$ cat config.mk
export PLATFORM = sky130hd
export DESIGN_NAME = pipe_hazard_scoreboard
export DESIGN_NICKNAME = d
export VERILOG_FILES = /design/src/rtl/pipe_hazard_scoreboard.sv
export SDC_FILE = /design/constraint.sdc
export NUM_CORES = 1
export LEC_CHECK = 0
export CORE_MARGIN = 8
export CORE_UTILIZATION = 33
export CTS_CLUSTER_DIAMETER = 120
export DETAILED_ROUTE_END_ITERATION = 7
export PLACE_DENSITY = 0.59
export SLEW_MARGIN = 25
export SYNTH_ARGS = -nofsm -noshare
export SYNTH_HDL_FRONTEND = slang
export SYNTH_SLANG_ARGS = --single-unit
export TNS_END_PERCENT = 1
$ cat constraint.sdc
create_clock -name clk -period 2.92 [get_ports clk]
set_input_delay 0.292 -clock clk [delete_from_list [all_inputs] [get_ports clk]]
set_output_delay 0.292 -clock clk [all_outputs]
set_load 0.005 [all_outputs]
$ cat src/rtl/pipe_hazard_scoreboard.sv
// Hazard, interlock and forwarding controller for a parametrised in-order pipeline.
// A shift-register scoreboard tracks every instruction from EX (stage 1) to WB
// (stage DEPTH). ID is stalled when a source operand cannot be forwarded by the time
// the consumer reaches EX; the EX-stage consumer gets per-operand forward selects.
module pipe_hazard_scoreboard #(
    parameter int unsigned REG_AW   = 5,
    parameter int unsigned DEPTH    = 4,  // 3..8
    parameter int unsigned LOAD_RDY = 3,
    parameter int unsigned MUL_RDY  = 4,  // <= DEPTH
    parameter int unsigned BR_STAGE = 2,  // 1..DEPTH-1
    parameter int unsigned SEL_W    = 3   // 2**SEL_W > DEPTH
) (
    input  logic              clk,
    input  logic              rst,
    input  logic              id_valid,
    input  logic [REG_AW-1:0] id_rs,
    input  logic [REG_AW-1:0] id_rt,
    input  logic              id_rs_used,
    input  logic              id_rt_used,
    input  logic              id_wr_en,
    input  logic [REG_AW-1:0] id_wr_reg,
    input  logic [1:0]        id_class,
    input  logic              redirect,
    output logic              stall,
    output logic              flush_ifid,
    output logic              flush_idex,
    output logic [DEPTH-1:0]  flush_stg,
    output logic [SEL_W-1:0]  fwd_rs_sel,
    output logic [SEL_W-1:0]  fwd_rt_sel,
    output logic [15:0]       stall_count
);

    // Ready stage never exceeds 8, so four bits suffice.
    localparam int unsigned RdyW = 4;

    typedef struct packed {
        logic              valid;
        logic              wr_en;
        logic [REG_AW-1:0] wr_reg;
        logic [RdyW-1:0]   rdy;
        logic [REG_AW-1:0] rs;
        logic [REG_AW-1:0] rt;
        logic              rs_used;
        logic              rt_used;
    } entry_t;

    // Index k-1 holds the instruction currently in stage k.
    entry_t          stg_q [DEPTH];
    entry_t          stg_d [DEPTH];
    logic [RdyW-1:0] id_rdy;
    logic            id_haz;
    logic [15:0]     stall_count_q;
    logic [15:0]     stall_count_d;

    // Ready stage of the ID instruction by result class; LINK behaves like ALU.
    always_comb begin
        case (id_class)
            2'd1:    id_rdy = RdyW'(LOAD_RDY);
            2'd2:    id_rdy = RdyW'(MUL_RDY);
            default: id_rdy = RdyW'(2);
        endcase
    end

    // Interlock: an operand is hazardous if its producer will not be forwardable
    // when the consumer reaches EX next cycle. Redirect wins over stall.
    always_comb begin
        id_haz = 1'b0;
        for (int s = 1; s <= int'(DEPTH); s++) begin
            if (stg_q[s-1].valid && stg_q[s-1].wr_en && (s + 1 < int'(stg_q[s-1].rdy))) begin
                if (id_rs_used && (id_rs != '0) && (stg_q[s-1].wr_reg == id_rs)) begin
                    id_haz = 1'b1;
                end
                if (id_rt_used && (id_rt != '0) && (stg_q[s-1].wr_reg == id_rt)) begin
                    id_haz = 1'b1;
                end
            end
        end
        stall = id_valid && id_haz && !redirect;
    end

    // Redirect kills the front end and every stage younger than the branch.
    always_comb begin
        flush_ifid = redirect;
        flush_idex = redirect;
        for (int k = 0; k < int'(DEPTH); k++) begin
            flush_stg[k] = redirect && (k + 1 < int'(BR_STAGE));
        end
    end

    // Forward select for the EX entry: the youngest older writer decides; if it
    // is not yet ready the select falls back to 0 (the interlock prevents this).
    always_comb begin
        fwd_rs_sel = '0;
        fwd_rt_sel = '0;
        if (stg_q[0].valid) begin
            for (int s = int'(DEPTH); s >= 2; s--) begin
                if (stg_q[s-1].valid && stg_q[s-1].wr_en) begin
                    if (stg_q[0].rs_used && (stg_q[0].rs != '0) &&
                        (stg_q[s-1].wr_reg == stg_q[0].rs)) begin
                        fwd_rs_sel = (int'(stg_q[s-1].rdy) <= s) ? SEL_W'(s) : '0;
                    end
                    if (stg_q[0].rt_used && (stg_q[0].rt != '0) &&
                        (stg_q[s-1].wr_reg == stg_q[0].rt)) begin
                        fwd_rt_sel = (int'(stg_q[s-1].rdy) <= s) ? SEL_W'(s) : '0;
                    end
                end
            end
        end
    end

    // Next scoreboard: stages always advance; only EX entry depends on stall.
    always_comb begin
        stg_d[0] = '0;
        if (id_valid && !stall && !redirect) begin
            stg_d[0].valid   = 1'b1;
            stg_d[0].wr_en   = id_wr_en;
            stg_d[0].wr_reg  = id_wr_reg;
            stg_d[0].rdy     = id_rdy;
            stg_d[0].rs      = id_rs;
            stg_d[0].rt      = id_rt;
            stg_d[0].rs_used = id_rs_used;
            stg_d[0].rt_used = id_rt_used;
        end
        for (int k = 1; k < int'(DEPTH); k++) begin
            stg_d[k] = stg_q[k-1];
            if (flush_stg[k-1]) begin
                stg_d[k].valid = 1'b0;
            end
        end
    end

    // Saturating stall-cycle counter.
    always_comb begin
        stall_count_d = stall_count_q;
        if (stall && (stall_count_q != 16'hFFFF)) begin
            stall_count_d = stall_count_q + 16'd1;
        end
    end

    // Scoreboard shift register; the WB entry simply falls off the end.
    always_ff @(posedge clk) begin
        if (rst) begin
            for (int k = 0; k < int'(DEPTH); k++) begin
                stg_q[k] <= '0;
            end
        end else begin
            for (int k = 0; k < int'(DEPTH); k++) begin
                stg_q[k] <= stg_d[k];
            end
        end
    end

    // Counter register.
    always_ff @(posedge clk) begin
        if (rst) begin
            stall_count_q <= '0;
        end else begin
            stall_count_q <= stall_count_d;
        end
    end

    assign stall_count = stall_count_q;

endmodule

== After elaboration in Yosys (flattened, before gate mapping) ==
Memories as Yosys holds them, arrays and structs flattened.
Cells that the tools add are included.

* Memory bits (writable): 92
* Output and inout bits: 29
* Memories kept: 1
* Register bits after elaboration: 16
* Word-level logic and storage cells: 107

* $lt $le $gt $ge: 7
* Bitwise logic cells: 4
* Mux-type cells: 39
* Equal/unequal tests: 17
* Add/sub/neg operators: 1
* Reduce and logical (&&, ||, !) cells: 37

{| class="wikitable"
|+ Memory list
! name !! words !! width !! rd ports !! clocked after memory_dff !! write ports !! line !! source
|-
| stg_q || 4 || 23 || 4 || 0 || 4 || 48 || <nowiki>entry_t stg_q [DEPTH];</nowiki>
|}

{| class="wikitable"
|+ Operators by type and width
! operator !! count
|-
| $mux W23 || 5
|-
| $eq A5 B5 Y1 || 14
|-
| $mux W3 || 15
|-
| $logic_and A1 B1 Y1 || 31
|-
| $reduce_bool A5 Y1 || 4
|-
| $add A16 B1 Y16 const B || 1
|-
| $mux W1 || 16
|-
| $ne A16 B16 Y1 const B || 1
|-
| $le A4 B2 Y1 const B || 2
|-
| $lt A2 B4 Y1 const A || 2
|-
| $lt A3 B4 Y1 const A || 2
|-
| $pmux W3 S2 || 1
|-
| $le A4 B3 Y1 const B || 1
|-
| $mux W2 || 2
|-
| $or A1 B1 Y1 || 4
|-
| $eq A2 B1 Y1 const B || 1
|-
| $eq A2 B2 Y1 const B || 1
|-
| $logic_not A1 Y1 || 2
|}

== Depth between registers and ports, before layout ==
Gate-level depths: netlist of the first run.

* Depth after elaboration: 22
* Gate-level depth with buffers: 9

== Worst setup path after synthesis of the first run ==
No wires, ideal clock.

* Path type: in2reg
* Start point: input port id_rt[2]
* End point: register stall_count_q[13], in the netlist stall_count[13]
* Stages: 8
* Required time: 2.797 ns
* Library setup time: 0.123 ns
* Path slack: 0.812 ns
* Data arrival time: 1.984 ns
* Cell sequence: buf_2 or4_4 o21ai_4 a211oi_1 a22o_1 buf_6 nand4_1 mux2_1

* Word-level cells in the longest chain between the ends: 17

{| class="wikitable"
|+ Ends and longest elaborated chain
! what !! line !! source
|-
| from (decl) || 17 || <nowiki>input logic [REG_AW-1:0] id_rt,</nowiki>
|-
| $reduce_bool A5 Y1 || 73 || <nowiki>if (id_rt_used && (id_rt != '0) && (stg_q[s-1].wr_reg == id_rt)) begin</nowiki>
|-
| $logic_and A1 B1 Y1 (2 in series) || 73 ||
|-
| $mux W1 || 73 ||
|-
| $mux W1 || 69 || <nowiki>if (stg_q[s-1].valid && stg_q[s-1].wr_en && (s + 1 < int'(stg_q[s-1].rdy))) begin</nowiki>
|-
| $mux W1 || 70 || <nowiki>if (id_rs_used && (id_rs != '0) && (stg_q[s-1].wr_reg == id_rs)) begin</nowiki>
|-
| $mux W1 || 73 ||
|-
| $mux W1 || 69 ||
|-
| $mux W1 || 70 ||
|-
| $mux W1 || 73 ||
|-
| $mux W1 || 69 ||
|-
| $mux W1 || 70 ||
|-
| $mux W1 || 73 ||
|-
| $mux W1 (*) || 69 ||
|-
| $logic_and A1 B1 Y1 (*) (2 in series) || 78 || <nowiki>stall = id_valid && id_haz && !redirect;</nowiki>
|-
| $logic_and A1 B1 Y1 (*) || 135 || <nowiki>if (stall && (stall_count_q != 16'hFFFF)) begin</nowiki>
|-
| to (signal assigned) || 158 || <nowiki>stall_count_q <= stall_count_d;</nowiki>
|-
| to (decl) || 52 || <nowiki>logic [15:0] stall_count_q;</nowiki>
|}

Mark *: on every way between the ends. The rest lies on a longest branch, timed or not.
A chain may end at the register's enable or synchronous reset.

==> impl_metrics.py, run 1 <==
metrics = {
    "job": {
        "maxCapViolations": 0,
    },
    "floorplanning": {
        "rows": 37,
        "num_io_pins": 53,
        "die_x_microns": 118.7,
        "coreArea_sq_um": 10280,
        "die_area_sq_um": 14090,
        "start_util": 0.3386,
        "die_h_microns": 118.7,
    },
    "critical_path": {
        "max_stage_delay_ns": 0.56,
        "cp_slowest_cell": "or4_1",
        "crit_required_ns": 2.63,
        "arrival_ns": 2.52,
        "worstPathCellList": "or4_1 > o21ai_2 > nor4_1 > nand2b_1 > o21ai_0 > and2_1 > clkdlybuf4s50_1",
        "cp-end-kind": "output port",
        "cp-start-kind": "flop",
        "crit_fanout": 4,
        "worst-setup-path-type": "reg2out",
    },
    "yosys": {
        "yosysTopAreaCell": "dfxtp_1",
        "synthTopCellsByArea": "dfxtp_1, xor2_1, xnor2_1",
        "avgSynthCellArea_sq_um": 9.379,
        "synth_seq_cells": 68,
        "synthFlopType": "dfxtp_1",
        "yosys.cell_types.count": 50,
        "synth_edf_count": 0,
        "synth_top_area_frac": 0.3912,
        "yosysSeqAreaShare": 0.3912,
        "ys_warn_count": 0,
        "syn-cell-area_sq_um": 3480,
        "postSynthCellCount": 371,
        "async_flop_share": 0,
    },
    "drt": {
        "drt_iter0_drc": 117,
        "postRouteAntennaNets": 0,
        "first_pass_iters": 4,
        "wl_per_cell_microns": 15.45,
        "vias": 2582,
        "viasPerCell": 4.712,
        "route.detailed.drc": 0,
        "wl_mm": 8.467,
    },
    "global_routing": {
        "grt_start_max_net_pins": 55,
        "grt_pass1_wl_mm": 14.06,
        "grt_overflow": 0,
        "grt_antenna_before_repair": 0,
        "grtUsageTotal": 0.1236,
        "grt_pass1_vias": 2732,
    },
    "layout": {
        "syn2layout_area_growth_pct": 22.76,
        "fin_area_sq_um": 4272,
        "fill_cells": 1050,
        "antenna_cells": 0,
        "fin_nets": 432,
        "drive_above_1_share": 0.1092,
    },
    "clock_tree": {
        "htreeDepth": 3,
        "clock-sinks": 68,
        "tritoncts": "built",
        "cts_buffers": 9,
        "clk_pin_slew_ns": 0.07,
        "clockBufferDepth": 2,
        "clk_latency_ns": 0.33,
        "cts_root_buf": "clkbuf_8",
    },
    "timing": {
        "rsz0062_at_grt": "yes",
        "period_share": 0.9616,
        "finalMaxSlewViolations": 0,
        "fin_crit_ns": 2.808,
        "hold_viol": 0,
        "clock_skew_ns": 0.009319,
        "fmaxAchievable_ghz": 0.3561,
        "setup_tns_ns": 0,
        "setup_viol": 0,
        "slew_headroom": 0.6125,
        "tightest_slew_ns": 0.5812,
    },
    "placed_design": {
        "gp_congestion": 0.8675,
        "port_buffers": 49,
        "dpl.hpwl_mm": 6.405,
        "dpl_cell_area_sq_um": 4031,
    },
    "power_and_ir_drop": {
        "power.density_nw_per_um2": 434.2,
        "peakVddDrop_mv": 0.2089,
        "leakage_nw": 1.635,
    },
    "hold_path": {
        "hold_class": "in2reg",
    },
    "status": {
        "status": "complete, no violations",
    },
}
## cells in the mapped netlist (2+ instances only)
library cell  instances
clkbuf_1             11
nand4_1              12
a31oi_4               2
nand2b_1              4
o211ai_1              2
and4_1                2
mux2_1                4
buf_2                15
buf_6                 3
a22oi_1               2
nand3_1               9
inv_1                 2
and3_1                5
o21ai_0               4
nand2_1               7
nor2b_1              36
nor3_1                4
nor4_1               11
buf_4                 6
nor3b_1               2
a21oi_1               5
dfxtp_1              68
nor4_2                2
or4_1                 5
nor2_1               23
o2111ai_1             4
xor2_1               43
xnor2_1              33
and2_1               23
a211oi_1              2
## metrics by stage
step	hold WS (ns)	worst slack (ns)	power [W]	util	instances
4_1_cts	0.4666	0.01144	0.001879	0.4110	548
3_5_place_dp	0.4524	0.0001428	0.001121	0.3923	532
2_1_floorplan	0.3678	0.8123	0.001072	-	373
6_report	0.3981	0.1121	0.001855	0.4156	548
3_3_place_gp	0.4584	0.01268	0.001119	0.3923	532
5_1_grt	0.3949	0.0001550	0.001935	0.4156	548
## kinds of logic after synthesis
group | after synthesis | synth area share
compound gates | 29 | 0.06976
fa+ha+maj | 1 | 0.003595
xor+xnor | 76 | 0.1913
simple gates | 151 | 0.2603
buf+inv | 38 | 0.05933
flops | 68 | 0.3912
other cells | 1 | 0.001078
mux | 7 | 0.02337
## final cells by class
cell class	count	area [sq um]	share of cell area
timing repair buffer	59	581.8	0.1362
multi-input combinational	267	1953	0.4572
inverter	2	7.507	0.001757
tap	136	170.2	0.03984
clock inverter	4	48.80	0.01142
sequential	68	1365	0.3196
clock buffer	12	145.1	0.03398
## per-layer routing
layer	share of wire	vias to the layer above	GRT usage	wire, microns
li1	-	1309	-	-
met1	0.46	1206	0.1509	3900
met2	0.47	55	0.2017	3968
met3	0.054	12	0.03237	453
met4	0.017	0	0.05217	144
met5	0	-	0	0
## sequential cells by signal, indices dropped and copies added, names as in the netlist
register / cells
stg_q: 52
stall_count: 16
## layout by cell type (no fill, tap or decap), types with 3 or more instances in the layout
| cell | instances |
|---|---|
| dfxtp_1 | 65 |
| clkdlybuf4s50_1 | 44 |
| xor2_1 | 43 |
| nor2b_1 | 36 |
| xnor2_1 | 33 |
| and2_1 | 23 |
| nor2_1 | 23 |
| nand4_1 | 12 |
| nor4_1 | 10 |
| clkbuf_8 | 10 |
| buf_4 | 10 |
| nand3_1 | 9 |
| nand2_1 | 7 |
| a21oi_1 | 5 |
| or4_1 | 5 |
| and3_1 | 5 |
| nand2b_1 | 4 |
| o2111ai_1 | 4 |
| mux2_1 | 4 |
| o21ai_2 | 3 |
| nor3_1 | 3 |
| conb_1 | 3 |
| dlymetal6s2s_1 | 3 |
| dfxtp_2 | 3 |
## critical path: cells and delay by family, from the launching register on
family          cells  cell delay [ns]
simple gates        4             0.96
buf+inv             1             0.50
flops               1             0.37
compound gates      2             0.35
## where the power goes
part	leakage (nW)	switching, W	total (W)	internal (W)
clock network	0.100	0.000335	0.000753	0.000417
registers	0.552	0.0000167	0.000956	0.000940
logic	0.983	0.0000712	0.000146	0.0000744
## path summary, 6_finish.rpt
check                 startpoint        endpoint  slack [ns]  depth (start not counted)
setup reg to reg  stall_count[0]  stall_count[9]        0.53                          8
hold / removal          id_rs[3]    stg_q[0][10]        0.40                          2
hold reg to reg     stg_q[2][13]    stg_q[3][13]        0.46                          1
setup / recovery     stg_q[0][3]   fwd_rt_sel[1]        0.11                          7
## timing repair
action	CTS	global route
buffers inserted	0	0
endpoints found under the setup margin	4	6
gates resized for setup	3	12
endpoints found under the hold margin	0	0
hold buffers	0	0
(Power assumes the default switching activity.)
==> inputs of run 2 (changes only) <==
CORE_ASPECT_RATIO = 1.4   (was default)
clock period = 3.6 ns   (was 2.92 ns; I/O delays follow)
==> run 2 against run 1 <==
Net effect: non-clock buffer count down 9; highest routed layer unchanged; total power is 5.3% lower; sequential cell count unchanged; final area is 0.32% lower; largest cell class unchanged; worst setup slack improved by 0.39 ns; clock skew shrank 0.0037 ns.
==> impl_metrics.py, run 2 (synthesis gave the netlist of run 1 again) <==
metrics = {
    "status": {
        "status": "complete, no violations",
    },
    "timing": {
        "tightest_slew_ns": 0.6078,
        "setup_viol": 0,
        "fin_crit_ns": 3.095,
        "rsz0062_at_grt": "no",
        "fin_ws_ns": 0.5050,
        "period_share": 0.8597,
        "hold_viol": 0,
        "finalMaxSlewViolations": 0,
        "slew_headroom": 0.5911,
        "fmaxAchievable_ghz": 0.3231,
        "clock_skew_ns": 0.005622,
        "setup_tns_ns": 0,
    },
    "hold_path": {
        "hold_class": "reg2reg",
        "worstHoldPathCells": 1,
        "holdCritStartpoint": "stg_q[0][21]",
        "hold_end": "stg_q[1][21]",
    },
    "critical_path": {
        "crit_fanout": 4,
        "worst-setup-path-type": "reg2out",
        "cpLargestDelayFamily": "simple AND/OR/NAND/NOR gates",
        "worstReg2RegStart": "stall_count[0]",
        "r2r_slack_ns": 1.10,
        "max_stage_delay_ns": 0.52,
        "cp-end-kind": "output port",
        "cp-start-kind": "flop",
        "crit_buf_inv": 1,
        "crit_required_ns": 3.24,
        "ff2ff_path_depth": 7,
        "worstPathCellList": "or4_1 > o21ai_0 > nor4_1 > nand2b_1 > o21ai_0 > and2_1 > clkdlybuf4s50_1",
        "arrival_ns": 2.73,
        "cp_slowest_cell": "or4_1",
        "rr_endpoint": "stall_count[15]",
        "path_common_cell": "o21ai_0",
    },
    "layout": {
        "antenna_cells": 0,
        "mostFrequentLayoutCells": "dfxtp_1, clkdlybuf4s50_1, xor2_1, nor2b_1, xnor2_1",
        "final_common_cell": "dfxtp_1",
        "fin_nets": 423,
        "drive_above_1_share": 0.07444,
        "final_util": 0.4114,
        "layout.cells.non_filler": 541,
        "fill_cells": 1045,
        "top_register": "stg_q",
        "largest_reg_flops": 52,
        "fin_area_sq_um": 4258,
        "syn2layout_area_growth_pct": 22.37,
    },
    "drt": {
        "drt_iter0_drc": 108,
        "top_layer_used": "met4",
        "viasPerCell": 4.811,
        "wl_met2_mm": 4.396,
        "first_pass_iters": 4,
        "wl_met1_mm": 3.552,
        "wl_met3_microns": 416,
        "wl_per_cell_microns": 15.97,
        "vias": 2603,
        "route.detailed.drc": 0,
        "wl_mm": 8.640,
        "postRouteAntennaNets": 0,
    },
    "global_routing": {
        "grt_pass1_wl_mm": 13.94,
        "grtUsageTotal": 0.1304,
        "grt_pass1_vias": 2702,
        "grt_antenna_before_repair": 0,
        "grt_overflow": 0,
        "grt_start_max_net_pins": 55,
    },
    "power_and_ir_drop": {
        "leakage_nw": 1.589,
        "peakVddDrop_mv": 0.2661,
        "power.density_nw_per_um2": 412.3,
    },
    "clock_tree": {
        "cts_resized": 0,
        "clockBufferDepth": 2,
        "clk_latency_ns": 0.33,
        "clk_pin_slew_ns": 0.06,
        "post_cts_buffers": 0,
        "clock-sinks": 68,
        "tritoncts": "built",
        "htreeDepth": 3,
        "ctsHoldBuffers": 0,
        "cts_root_buf": "clkbuf_16",
        "cts_buffers": 9,
    },
    "placed_design": {
        "dpl_cell_area_sq_um": 3954,
        "port_buffers": 49,
        "gp_congestion": 0.8646,
        "pre_cts_ws_ns": 0.5294,
        "dpl.cell_count": 525,
        "dpl.hpwl_mm": 6.549,
    },
    "floorplanning": {
        "num_io_pins": 53,
        "die_area_sq_um": 14130,
        "die_h_microns": 137.5,
        "coreArea_sq_um": 10350,
        "rows": 44,
        "start_util": 0.3362,
        "die_x_microns": 102.8,
    },
    "job": {
        "maxCapViolations": 0,
    },
}
## run 2: layout make-up
class / count / area (sq um) / area share
well taps: 138 / 172.7 / 0.04055
clock inverters: 7 / 76.32 / 0.01793
flip-flops and latches: 68 / 1361 / 0.3197
repair buffers: 50 / 495.5 / 0.1164
multi-input cells: 267 / 1919 / 0.4508
clock buffers: 9 / 225.2 / 0.05289
inverters: 2 / 7.507 / 0.001763
## run 2: metrics by stage
step / power [W] / hold WS, ns
floorplan: 0.0008695 / 0.4358
global placement: 0.0009028 / 0.4474
detailed placement: 0.0009050 / 0.4480
CTS: 0.001770 / 0.4574
global route: 0.001828 / 0.4766
finish: 0.001756 / 0.4567
## run 2: worst max-delay path by stage
stage,start,to,cells after the start
2_1_floorplan,id_rt[2],stall_count[13],8
3_3_place_gp,id_rs[1],stall,8
3_5_place_dp,id_rs[1],stall,8
4_1_cts,stg_q[0][3],fwd_rt_sel[1],7
5_1_grt,stg_q[0][3],fwd_rt_sel[1],7
6_report,stg_q[0][3],fwd_rt_sel[1],7
## run 2: metal layers
layer	up-vias	global-route usage
met1	1234	0.1332
met4	0	0.06618
met5	-	0
li1	1287	-
met2	62	0.2324
met3	20	0.04047
## run 2: power by group
part | switching [W] | internal [W]
clock | 0.000329 | 0.000539
sequential | 0.0000138 | 0.000763
combinational | 0.0000539 | 0.0000576
total | 0.000396 | 0.00136
==> inputs of run 3 (changes only) <==
--- a/config.mk
+++ b/config.mk
@@ -6,4 +6,5 @@
 export NUM_CORES = 1
 export LEC_CHECK = 0
+export ABC_CLOCK_PERIOD_IN_PS = 3600
 export CORE_ASPECT_RATIO = 1.4
 export CORE_MARGIN = 8
@@ -11,4 +12,5 @@
 export CTS_CLUSTER_DIAMETER = 120
 export DETAILED_ROUTE_END_ITERATION = 7
+export GPL_TIMING_DRIVEN = 0
 export PLACE_DENSITY = 0.59
 export SLEW_MARGIN = 25
==> constraint.sdc (replaced) <==
create_clock -name clk -period 3.6 [get_ports clk]
set_input_delay 0.36 -clock clk [delete_from_list [all_inputs] [get_ports clk]]
set_output_delay 0.36 -clock clk [all_outputs]
set_load 0.05 [all_outputs]
==> run 3 against run 2 <==
Net effect: clock power is 15% higher; non-clock buffer count increased by 24; total power grew 8.7%; critical path type unchanged; largest power group unchanged.
==> impl_metrics.py, run 3 (synthesis gave the netlist of run 1 again) <==
metrics = {
    "critical_path": {
        "worstPathCellList": "clkbuf_1 > xor2_1 > nor3_1 > nand4_1 > a31oi_4 > nor2_2 > nor2_1 > clkdlybuf4s50_1",
        "cp-start-kind": "flop",
        "cp-end-kind": "output port",
        "crit_fanout": 7,
        "cpLargestDelayFamily": "buffers and inverters",
        "arrival_ns": 2.97,
        "worst-setup-path-type": "reg2out",
        "cp_slowest_cell": "clkdlybuf4s50_1",
        "crit_buf_inv": 2,
        "max_stage_delay_ns": 0.83,
        "crit_required_ns": 3.24,
    },
    "clock_tree": {
        "cts_buffers": 9,
        "clockBufferDepth": 2,
        "post_cts_buffers": 0,
        "clk_latency_ns": 0.33,
        "cts_root_buf": "clkbuf_16",
        "clock-sinks": 68,
        "tritoncts": "built",
        "clk_pin_slew_ns": 0.06,
        "htreeDepth": 3,
    },
    "power_and_ir_drop": {
        "pwr-share-comb": 0.070,
        "leakage_nw": 1.707,
        "sequentialPowerShare": 0.405,
        "p_switching_w": 0.0004133,
        "power.density_nw_per_um2": 435.6,
        "power_frac_clock": 0.525,
        "peakVddDrop_mv": 0.2324,
        "p_sw_frac": 0.2165,
        "p_int_w": 0.001495,
    },
    "floorplanning": {
        "die_h_microns": 137.5,
        "coreArea_sq_um": 10350,
        "rows": 44,
        "die_area_sq_um": 14130,
        "die_x_microns": 102.8,
        "start_util": 0.3362,
        "num_io_pins": 53,
    },
    "timing": {
        "period_share": 0.9258,
        "setup_tns_ns": 0,
        "hold_viol": 0,
        "rsz0062_at_grt": "no",
        "clock_skew_ns": 0.008271,
        "fmaxAchievable_ghz": 0.3001,
        "fin_crit_ns": 3.333,
        "fin_ws_ns": 0.2672,
        "fin_hold_ws_ns": 0.2834,
        "tightest_slew_ns": 0.6359,
        "slew_headroom": 0.5722,
        "setup_viol": 0,
        "finalMaxSlewViolations": 0,
    },
    "layout": {
        "mostFrequentLayoutCells": "dfxtp_1, xor2_1, clkdlybuf4s50_1, nor2b_1, xnor2_1",
        "largest_reg_flops": 52,
        "syn2layout_area_growth_pct": 25.93,
        "fill_cells": 1066,
        "final_util": 0.4234,
        "antenna_cells": 0,
        "final_common_cell": "dfxtp_1",
        "top_register": "stg_q",
        "drive_above_1_share": 0.1197,
        "fin_nets": 447,
    },
    "drt": {
        "viasPerCell": 4.709,
        "first_pass_iters": 4,
        "route.detailed.drc": 0,
        "wl_mm": 9.015,
        "drt_iter0_drc": 118,
        "wl_per_cell_microns": 15.98,
        "vias": 2656,
        "postRouteAntennaNets": 0,
    },
    "placed_design": {
        "port_buffers": 38,
        "dpl.hpwl_mm": 7.006,
        "pre_cts_ws_ns": 0.5726,
        "gp_congestion": 0.8922,
    },
    "global_routing": {
        "grt_overflow": 0,
        "grt_start_max_net_pins": 13,
        "grt_pass1_vias": 2882,
        "grt_antenna_before_repair": 0,
        "grt_pass1_wl_mm": 14.54,
        "grtUsageTotal": 0.1367,
    },
    "job": {
        "maxCapViolations": 0,
    },
    "status": {
        "status": "complete, no violations",
    },
    "hold_path": {
        "hold_class": "in2reg",
    },
}
run 3: timing repair:
| item | 4_1_cts | 5_1_grt |
|---|---|---|
| setup endpoints to repair | 0 | 1 |
| gates resized for setup | 0 | 1 |
| hold buffers | 0 | 0 |
run 3: per-layer routing:
layer | routed length [microns] | vias up | global-route usage
met2 | 4650 | 58 | 0.2455
li1 | - | 1337 | -
met3 | 435 | 21 | 0.03996
met4 | 293 | 0 | 0.07506
met1 | 3636 | 1240 | 0.1376
met5 | 0 | - | 0
run 3: final timing paths:
kind	from	endpoint	slack [ns]	cells after the start
min	id_rs[3]	stg_q[0][10]	0.28	2
max reg2reg	stall_count[0]	stall_count[13]	1.20	8
max	stg_q[2][18]	stall	0.27	8
min reg2reg	stg_q[0][12]	stg_q[1][12]	0.46	1
run 3: metrics by stage:
stage          instance area (sq um)  total power [W]  instances
6_report                        4382         0.001909        564
5_1_grt                         4382         0.001965        564
4_1_cts                         4379         0.001920        564
3_5_place_dp                    4040        0.0009240        549
3_3_place_gp                    4040        0.0009214        549
2_1_floorplan                   3487        0.0008821        373
run 3: cell type report:
class                   count  area (sq um)  share of cell area
inverters                   2         7.507            0.001713
clock buffers               9         225.2             0.05140
plain buffers              36         198.9             0.04540
well taps                 138         172.7             0.03941
multi-input cells         267          1919              0.4380
repair buffers             38         382.9             0.08738
flip-flops and latches     68          1361              0.3107
clock inverters             6         113.9             0.02599
run 3: power groups by stage:
stage	clock network [W]	registers [W]	logic [W]
finish	0.00100	0.000773	0.000134
global route	0.00105	0.000774	0.000146
CTS	0.00101	0.000773	0.000135
detailed placement	0	0.000789	0.000135
global placement	0	0.000789	0.000133
floorplan	0	0.000786	0.0000959
run 3: worst reg2reg max path: cells and delay by family, from the launching register on:
family / cells / cell delay [ns]
AO/OA/AOI/OAI: 2 / 0.44
adder cells (fa/ha/maj): 1 / 0.25
buffers and inverters: 1 / 0.16
flip-flops: 1 / 0.40
multiplexers: 1 / 0.32
AND/OR/NAND/NOR: 3 / 0.70
